`src/rtl/id_hazard_ctrl_if.sv`:
```
// Bundle of the ID-stage hazard signals: instruction path, operand
// addresses, load issue info, forwarding sources, register-file data,
// and the forwarded/stall results going back to the pipeline.
interface id_hazard_ctrl_if #(
    parameter int DATA_W  = 32,
    parameter int NUM_FWD = 3
);
    logic                      stall_in;
    logic                      flush;
    logic [31:0]               inst_in;
    logic [4:0]                rs_addr;
    logic [4:0]                rt_addr;
    logic                      rs_used;
    logic                      rt_used;
    logic                      issue;
    logic                      issue_load;
    logic [4:0]                issue_waddr;
    logic [NUM_FWD-1:0]        fwd_we;
    logic [5*NUM_FWD-1:0]      fwd_waddr;
    logic [DATA_W*NUM_FWD-1:0] fwd_wdata;
    logic [DATA_W-1:0]         rf_rdata1;
    logic [DATA_W-1:0]         rf_rdata2;

    logic [31:0]               inst_out;
    logic [DATA_W-1:0]         rs_data;
    logic [DATA_W-1:0]         rt_data;
    logic                      stallreq;
    logic [31:0]               stall_cnt;

    // Pipeline side: drives the ID-stage inputs, observes the results.
    modport master (
        output stall_in, flush, inst_in, rs_addr, rt_addr, rs_used, rt_used,
               issue, issue_load, issue_waddr, fwd_we, fwd_waddr, fwd_wdata,
               rf_rdata1, rf_rdata2,
        input  inst_out, rs_data, rt_data, stallreq, stall_cnt
    );

    // Hazard controller side.
    modport slave (
        input  stall_in, flush, inst_in, rs_addr, rt_addr, rs_used, rt_used,
               issue, issue_load, issue_waddr, fwd_we, fwd_waddr, fwd_wdata,
               rf_rdata1, rf_rdata2,
        output inst_out, rs_data, rt_data, stallreq, stall_cnt
    );
endinterface

```
`src/rtl/id_hazard_ctrl.sv`:
```
// ID-stage hazard control: operand forwarding with EX > MEM > WB priority,
// instruction hold across downstream stalls, load-use stall detection via a
// pending-load shift register, and a saturating stall-cycle counter.
module id_hazard_ctrl #(
    parameter int DATA_W   = 32,
    parameter int NUM_FWD  = 3,
    parameter int LOAD_LAT = 1
) (
    input logic            clk,
    input logic            rst,
    id_hazard_ctrl_if.slave bus
);

    logic [DATA_W-1:0] rs_fwd;
    logic [DATA_W-1:0] rt_fwd;
    logic              hold_v;
    logic [31:0]       held_word;
    logic [LOAD_LAT-1:0] pend_v;
    logic [4:0]        pend_a [LOAD_LAT];
    logic              load_hit;
    logic              stallreq_int;
    logic              fire;
    logic [31:0]       stall_cnt_q;

    // Forwarding mux: walk sources from lowest priority to highest so the
    // lowest-index match is the one that sticks; r0 is never forwarded.
    always_comb begin
        rs_fwd = bus.rf_rdata1;
        rt_fwd = bus.rf_rdata2;
        for (int i = NUM_FWD - 1; i >= 0; i--) begin
            if (bus.fwd_we[i] && (bus.fwd_waddr[5*i +: 5] == bus.rs_addr) && (bus.rs_addr != 5'd0))
                rs_fwd = bus.fwd_wdata[DATA_W*i +: DATA_W];
            if (bus.fwd_we[i] && (bus.fwd_waddr[5*i +: 5] == bus.rt_addr) && (bus.rt_addr != 5'd0))
                rt_fwd = bus.fwd_wdata[DATA_W*i +: DATA_W];
        end
    end

    // Load-use detection against every in-flight load still short of data.
    always_comb begin
        load_hit = 1'b0;
        for (int k = 0; k < LOAD_LAT; k++) begin
            if (pend_v[k] && ((bus.rs_used && (bus.rs_addr == pend_a[k])) ||
                              (bus.rt_used && (bus.rt_addr == pend_a[k]))))
                load_hit = 1'b1;
        end
        stallreq_int = bus.issue & ~bus.flush & load_hit;
        fire = bus.issue & bus.issue_load & ~stallreq_int & ~bus.stall_in &
               ~bus.flush & (bus.issue_waddr != 5'd0);
    end

    // Pending-load pipe: advances only when the pipeline moves; a stall
    // request cycle lets an empty slot (bubble) in behind the load.
    always_ff @(posedge clk) begin
        if (rst) begin
            for (int k = 0; k < LOAD_LAT; k++) begin
                pend_v[k] <= 1'b0;
                pend_a[k] <= 5'd0;
            end
        end else if (!bus.stall_in) begin
            pend_v[0] <= fire;
            pend_a[0] <= fire ? bus.issue_waddr : 5'd0;
            for (int k = 1; k < LOAD_LAT; k++) begin
                pend_v[k] <= pend_v[k-1];
                pend_a[k] <= pend_a[k-1];
            end
        end
    end

    // Hold register: capture the word on the first stalled cycle; flush
    // wins over capture and drops any held word.
    always_ff @(posedge clk) begin
        if (rst) begin
            hold_v    <= 1'b0;
            held_word <= 32'd0;
        end else if (bus.flush) begin
            hold_v <= 1'b0;
        end else if (bus.stall_in && !hold_v) begin
            hold_v    <= 1'b1;
            held_word <= bus.inst_in;
        end else if (!bus.stall_in) begin
            hold_v <= 1'b0;
        end
    end

    // Saturating count of stall-request cycles.
    always_ff @(posedge clk) begin
        if (rst)
            stall_cnt_q <= 32'd0;
        else if (stallreq_int && (stall_cnt_q != 32'hFFFF_FFFF))
            stall_cnt_q <= stall_cnt_q + 32'd1;
    end

    // Output drive; the held word is only shown while the stall persists so
    // release returns to the live fetch word in the same cycle.
    always_comb begin
        if (bus.flush)
            bus.inst_out = 32'd0;
        else if (hold_v && bus.stall_in)
            bus.inst_out = held_word;
        else
            bus.inst_out = bus.inst_in;
        bus.rs_data   = rs_fwd;
        bus.rt_data   = rt_fwd;
        bus.stallreq  = stallreq_int;
        bus.stall_cnt = stall_cnt_q;
    end

endmodule
```
`src/flat_wrapper.sv`:
```
// flat-port wrapper written by rule: the top's interface ports become plain ports
module id_hazard_ctrl_flat 
#(
    parameter int DATA_W   = 32,
    parameter int NUM_FWD  = 3,
    parameter int LOAD_LAT = 1
)
  (clk, rst, bus_stall_in, bus_flush, bus_inst_in, bus_rs_addr, bus_rt_addr, bus_rs_used, bus_rt_used, bus_issue, bus_issue_load, bus_issue_waddr, bus_fwd_we, bus_fwd_waddr, bus_fwd_wdata, bus_rf_rdata1, bus_rf_rdata2, bus_inst_out, bus_rs_data, bus_rt_data, bus_stallreq, bus_stall_cnt);
  id_hazard_ctrl_if #(.DATA_W(DATA_W), .NUM_FWD(NUM_FWD)) bus_i ();
  input logic clk;
  input logic rst;
  input wire logic [$bits(bus_i.stall_in)-1:0] bus_stall_in;
  input wire logic [$bits(bus_i.flush)-1:0] bus_flush;
  input wire logic [$bits(bus_i.inst_in)-1:0] bus_inst_in;
  input wire logic [$bits(bus_i.rs_addr)-1:0] bus_rs_addr;
  input wire logic [$bits(bus_i.rt_addr)-1:0] bus_rt_addr;
  input wire logic [$bits(bus_i.rs_used)-1:0] bus_rs_used;
  input wire logic [$bits(bus_i.rt_used)-1:0] bus_rt_used;
  input wire logic [$bits(bus_i.issue)-1:0] bus_issue;
  input wire logic [$bits(bus_i.issue_load)-1:0] bus_issue_load;
  input wire logic [$bits(bus_i.issue_waddr)-1:0] bus_issue_waddr;
  input wire logic [$bits(bus_i.fwd_we)-1:0] bus_fwd_we;
  input wire logic [$bits(bus_i.fwd_waddr)-1:0] bus_fwd_waddr;
  input wire logic [$bits(bus_i.fwd_wdata)-1:0] bus_fwd_wdata;
  input wire logic [$bits(bus_i.rf_rdata1)-1:0] bus_rf_rdata1;
  input wire logic [$bits(bus_i.rf_rdata2)-1:0] bus_rf_rdata2;
  output wire logic [$bits(bus_i.inst_out)-1:0] bus_inst_out;
  output wire logic [$bits(bus_i.rs_data)-1:0] bus_rs_data;
  output wire logic [$bits(bus_i.rt_data)-1:0] bus_rt_data;
  output wire logic [$bits(bus_i.stallreq)-1:0] bus_stallreq;
  output wire logic [$bits(bus_i.stall_cnt)-1:0] bus_stall_cnt;
  assign bus_i.stall_in = bus_stall_in;
  assign bus_i.flush = bus_flush;
  assign bus_i.inst_in = bus_inst_in;
  assign bus_i.rs_addr = bus_rs_addr;
  assign bus_i.rt_addr = bus_rt_addr;
  assign bus_i.rs_used = bus_rs_used;
  assign bus_i.rt_used = bus_rt_used;
  assign bus_i.issue = bus_issue;
  assign bus_i.issue_load = bus_issue_load;
  assign bus_i.issue_waddr = bus_issue_waddr;
  assign bus_i.fwd_we = bus_fwd_we;
  assign bus_i.fwd_waddr = bus_fwd_waddr;
  assign bus_i.fwd_wdata = bus_fwd_wdata;
  assign bus_i.rf_rdata1 = bus_rf_rdata1;
  assign bus_i.rf_rdata2 = bus_rf_rdata2;
  assign bus_inst_out = bus_i.inst_out;
  assign bus_rs_data = bus_i.rs_data;
  assign bus_rt_data = bus_i.rt_data;
  assign bus_stallreq = bus_i.stallreq;
  assign bus_stall_cnt = bus_i.stall_cnt;
  id_hazard_ctrl #(.DATA_W(DATA_W), .NUM_FWD(NUM_FWD), .LOAD_LAT(LOAD_LAT)) u_core (.clk(clk), .rst(rst), .bus(bus_i));
endmodule
```
`config.mk`:
```
export PLATFORM = sky130hd
export DESIGN_NAME = id_hazard_ctrl_flat
export DESIGN_NICKNAME = d
export VERILOG_FILES = /design/src/rtl/id_hazard_ctrl_if.sv /design/src/rtl/id_hazard_ctrl.sv /design/src/flat_wrapper.sv
export SDC_FILE = /design/constraint.sdc
export NUM_CORES = 1
export LEC_CHECK = 0
export BUFFER_PORTS_ARGS = -buffer_cell sky130_fd_sc_hd__buf_4
export CAP_MARGIN = 15
export CORE_MARGIN = 3
export CORE_UTILIZATION = 28
export DETAILED_ROUTE_END_ITERATION = 7
export GPL_ROUTABILITY_DRIVEN = 0
export HOLD_SLACK_MARGIN = 0.08
export SLEW_MARGIN = 30
export SYNTH_ARGS = -nofsm -noshare
export SYNTH_HDL_FRONTEND = slang
export SYNTH_SLANG_ARGS = --single-unit
```
`constraint.sdc`:
```
create_clock -name clk -period 2.6 [get_ports clk]
set_input_delay 0.26 -clock clk [delete_from_list [all_inputs] [get_ports clk]]
set_output_delay 0.26 -clock clk [all_outputs]
set_load 0.05 [all_outputs]
```
==> flow_summary.toml <==
[routing]
drc = 0
num_vias = 7678
via_per_inst = 5.03
drtIter0Drc = 474
wire_per_inst_um = 17.8
drt-pass1-iter-count = 5
ant_nets = 0
wirelength_um = 27100

[timing]
setup_violations = 0
hold-worst-slack_ns = 0.178
skew_ns = 0.00579
max-slew-margin-rel_pct = 50.9
maxSlewViolCount = 0
setup_tns_ns = 0
hold_viol_final = 0
period_needed_ns = 2.54
fin_ws_ns = 0.0553
max_freq_ghz = 0.393
tightest_slew_ns = 0.737
period_share_pct = 97.9

[synth]
yosysTopAreaCell = "dfxtp_1"
synth_commonest_cells = "nand2_1 (207), a21oi_1 (135), nor2_1 (93)"
yosysWarnings = 0
synth_ff_type = "dfxtp_1"
yosysSeqAreaShare_pct = 24.5
ys_types = 50
synth.area.mux_share_pct = 0.772
yosys.area_share.simple_pct = 28.7
synthAdderAreaFrac_pct = 0.209
avgSynthCellArea_um2 = 6.54
syn_inst = 916
synth_xor_area_share_pct = 8.62
synth_top_family_by_area = "simple AND/OR/NAND/NOR gates"
synth-edff-count = 5
synth_compound_area_share_pct = 27.3
synth_nets = 1150
netlist_top_cells_area = "dfxtp_1 (22%), nand2_1 (13%), a21oi_1 (11%)"
synth_area_um2 = 5990
synth.most_common_cell = "nand2_1"
yosys_register_bits = 71
synth_top_cell_area_share_pct = 22.0
synthArstFlopShare_pct = 0

[place]
port_buffers = 361
dpl_worst_slack_ns = -0.104
place_hpwl_um = 20900

[clock_network]
cts_tree = "done"
cts_buffers = 9
clock_sinks = 71
clkTransAtPathRegs_ns = 0.06
worstSkewPairLatency_ns = 0.33
cts_buffer_depth = 2
clockRootBuffer = "clkbuf_16"
htreeDepth = 3

[die]
io_pins = 362
num_rows = 52
fp.coreArea_um2 = 20600
dieArea_um2 = 23200
die_y_um = 152
fp.dieW_um = 152
initial_utilization_pct = 29.1

[critical_path]
cp-end-kind = "output port"
path_delay_family = "simple AND/OR/NAND/NOR gates"
path_common_cell = "buf_6"
start_kind = "input pin"
slowest_delay_ns = 0.59
path_buf_inv = 4
worstPathCellList = "buf_4 -> xnor2_2 -> nand4_1 -> or4_4 -> buf_12 -> buf_6 -> o21ai_1 -> a21oi_1 -> o31ai_2 -> buf_6"
slowest_stage = "or4_4"
path_max_fanout = 8
worstSetupPathType = "in -> out"
arrival_ns = 2.28
cp.required_ns = 2.34

[finish]
drive_gt1_share_pct = 40.3
utilization_pct = 48.0
final_nets = 1486
n_antenna_cell = 0
syn_to_final_growth_pct = 65.1
fillCellCount = 2086

[pwr]
peakVddDrop_mv = 0.340
power_per_cell_area_nw_per_um2 = 401
power_mw = 3.97
power_leakage_nw = 4.38

[global_route]
grt_pass1_wl_um = 40800
grt_max_degree = 69
antenna_found_initial = 1
grt_pass1_vias = 7184
overflow = 0
grt_usage_pct = 21.5

[run_status]
status = "completed"

[run]
cap_violations = 0

[hold_path]
hp-class = "in -> reg"
where the power goes:
group | switching [mW] | internal, mW | leakage [nW] | total [mW]
logic | 0.839 | 0.588 | 3.63 | 1.43
registers | 0.0163 | 1.13 | 0.590 | 1.14
clock network | 0.492 | 0.901 | 0.164 | 1.39
worst min-delay path: stages:
cell and delay [ns]:
buf_4 0.11, nand2_1 0.05, a21oi_1 0.05
state kept, by name, indices dropped and copies added (netlist names):
| name | cells |
|---|---|
| u_core.hold_v | 1 |
| u_core.held_word | 32 |
| u_core.pend_v | 1 |
| u_core.pend_a | 5 |
| u_core.bus.stall_cnt | 32 |
cells by family after synthesis:
| kind of cell | Yosys count |
|---|---|
| mux | 4 |
| fa+ha+maj | 1 |
| buf+inv | 117 |
| xor+xnor | 59 |
| compound gates | 277 |
| flops | 71 |
| simple gates | 387 |
per-layer routing:
metal / up-vias / track usage, % / wire length (um)
met5: - / 0 / 20
met1: 3535 / 25.7 / 10600
met3: 34 / 6.02 / 2250
met4: 2 / 6.34 / 659
met2: 310 / 37.7 / 13600
li1: 3797 / - / -
metrics by stage:
| step | instance area (um2) | std cells |
|---|---|---|
| after floorplan | 6280 | 916 |
| after global placement | 9310 | 1500 |
| after detailed placement | 9310 | 1500 |
| after CTS | 9690 | 1517 |
| after global routing | 9900 | 1527 |
| final | 9900 | 1527 |
path summary, 6_finish.rpt:
check                                                           from                               endpoint  slack (ns)  cells after the start
worst min register to register     u_core.held_word[29]$_SDFFE_PP0P_      u_core.held_word[29]$_SDFFE_PP0P_        0.46                      2
worst min-delay path                                 bus_inst_in[29]      u_core.held_word[29]$_SDFFE_PP0P_        0.18                      3
worst max-delay path                                  bus_rt_addr[3]                        bus_rt_data[28]        0.06                     10
worst max register to register  u_core.bus.stall_cnt[0]$_SDFFE_PP0P_  u_core.bus.stall_cnt[23]$_SDFFE_PP0P_        0.27                      8
cells in the final DEF, fill, tap and decap left out, types with 2 or more instances in the layout:
cell	netlist	routed
a211oi_1	2	2
a21o_1	2	2
a21oi_1	135	133
a21oi_2	0	2
and2_1	6	6
and3_1	4	4
and4_2	2	2
buf_12	0	14
buf_4	16	376
buf_6	9	12
bufinv_16	0	2
clkbuf_16	0	11
dfxtp_1	66	66
edfxtp_1	5	5
inv_1	37	37
mux2i_1	2	2
nand2_1	207	207
nand3_1	10	10
nand4_1	15	15
nor2_1	93	93
nor2_4	0	2
nor2b_1	2	2
nor3_1	9	9
nor3b_1	2	2
nor4_1	3	3
nor4_4	0	2
nor4b_1	4	4
o211a_1	2	2
o21ai_0	66	60
o21ai_1	0	5
o31ai_1	58	5
o31ai_2	9	58
o31ai_4	0	4
or3_1	6	6
or4_1	11	7
or4_4	0	4
xnor2_1	47	44
xnor2_2	0	3
xor2_1	12	12
final cells by class:
| type | instances | area, um2 | share of cell area [%] |
|---|---|---|---|
| clock buffers | 10 | 250 | 2.53 |
| clock inverters | 6 | 90.1 | 0.910 |
| inverters | 38 | 143 | 1.44 |
| multi-input cells | 728 | 4310 | 43.6 |
| flip-flops and latches | 71 | 1470 | 14.9 |
| well taps | 270 | 338 | 3.41 |
| repair buffers | 404 | 3300 | 33.3 |
timing repair:
| item | in CTS | in global routing |
|---|---|---|
| gates cloned | 1 | 1 |
| setup buffers | 0 | 9 |
| pin swaps | 2 | 12 |
| endpoints found under the setup margin | 4 | 44 |
| gates resized for setup | 4 | 29 |
| hold buffers | 0 | 0 |
Power figures use the tool's default switching activity.
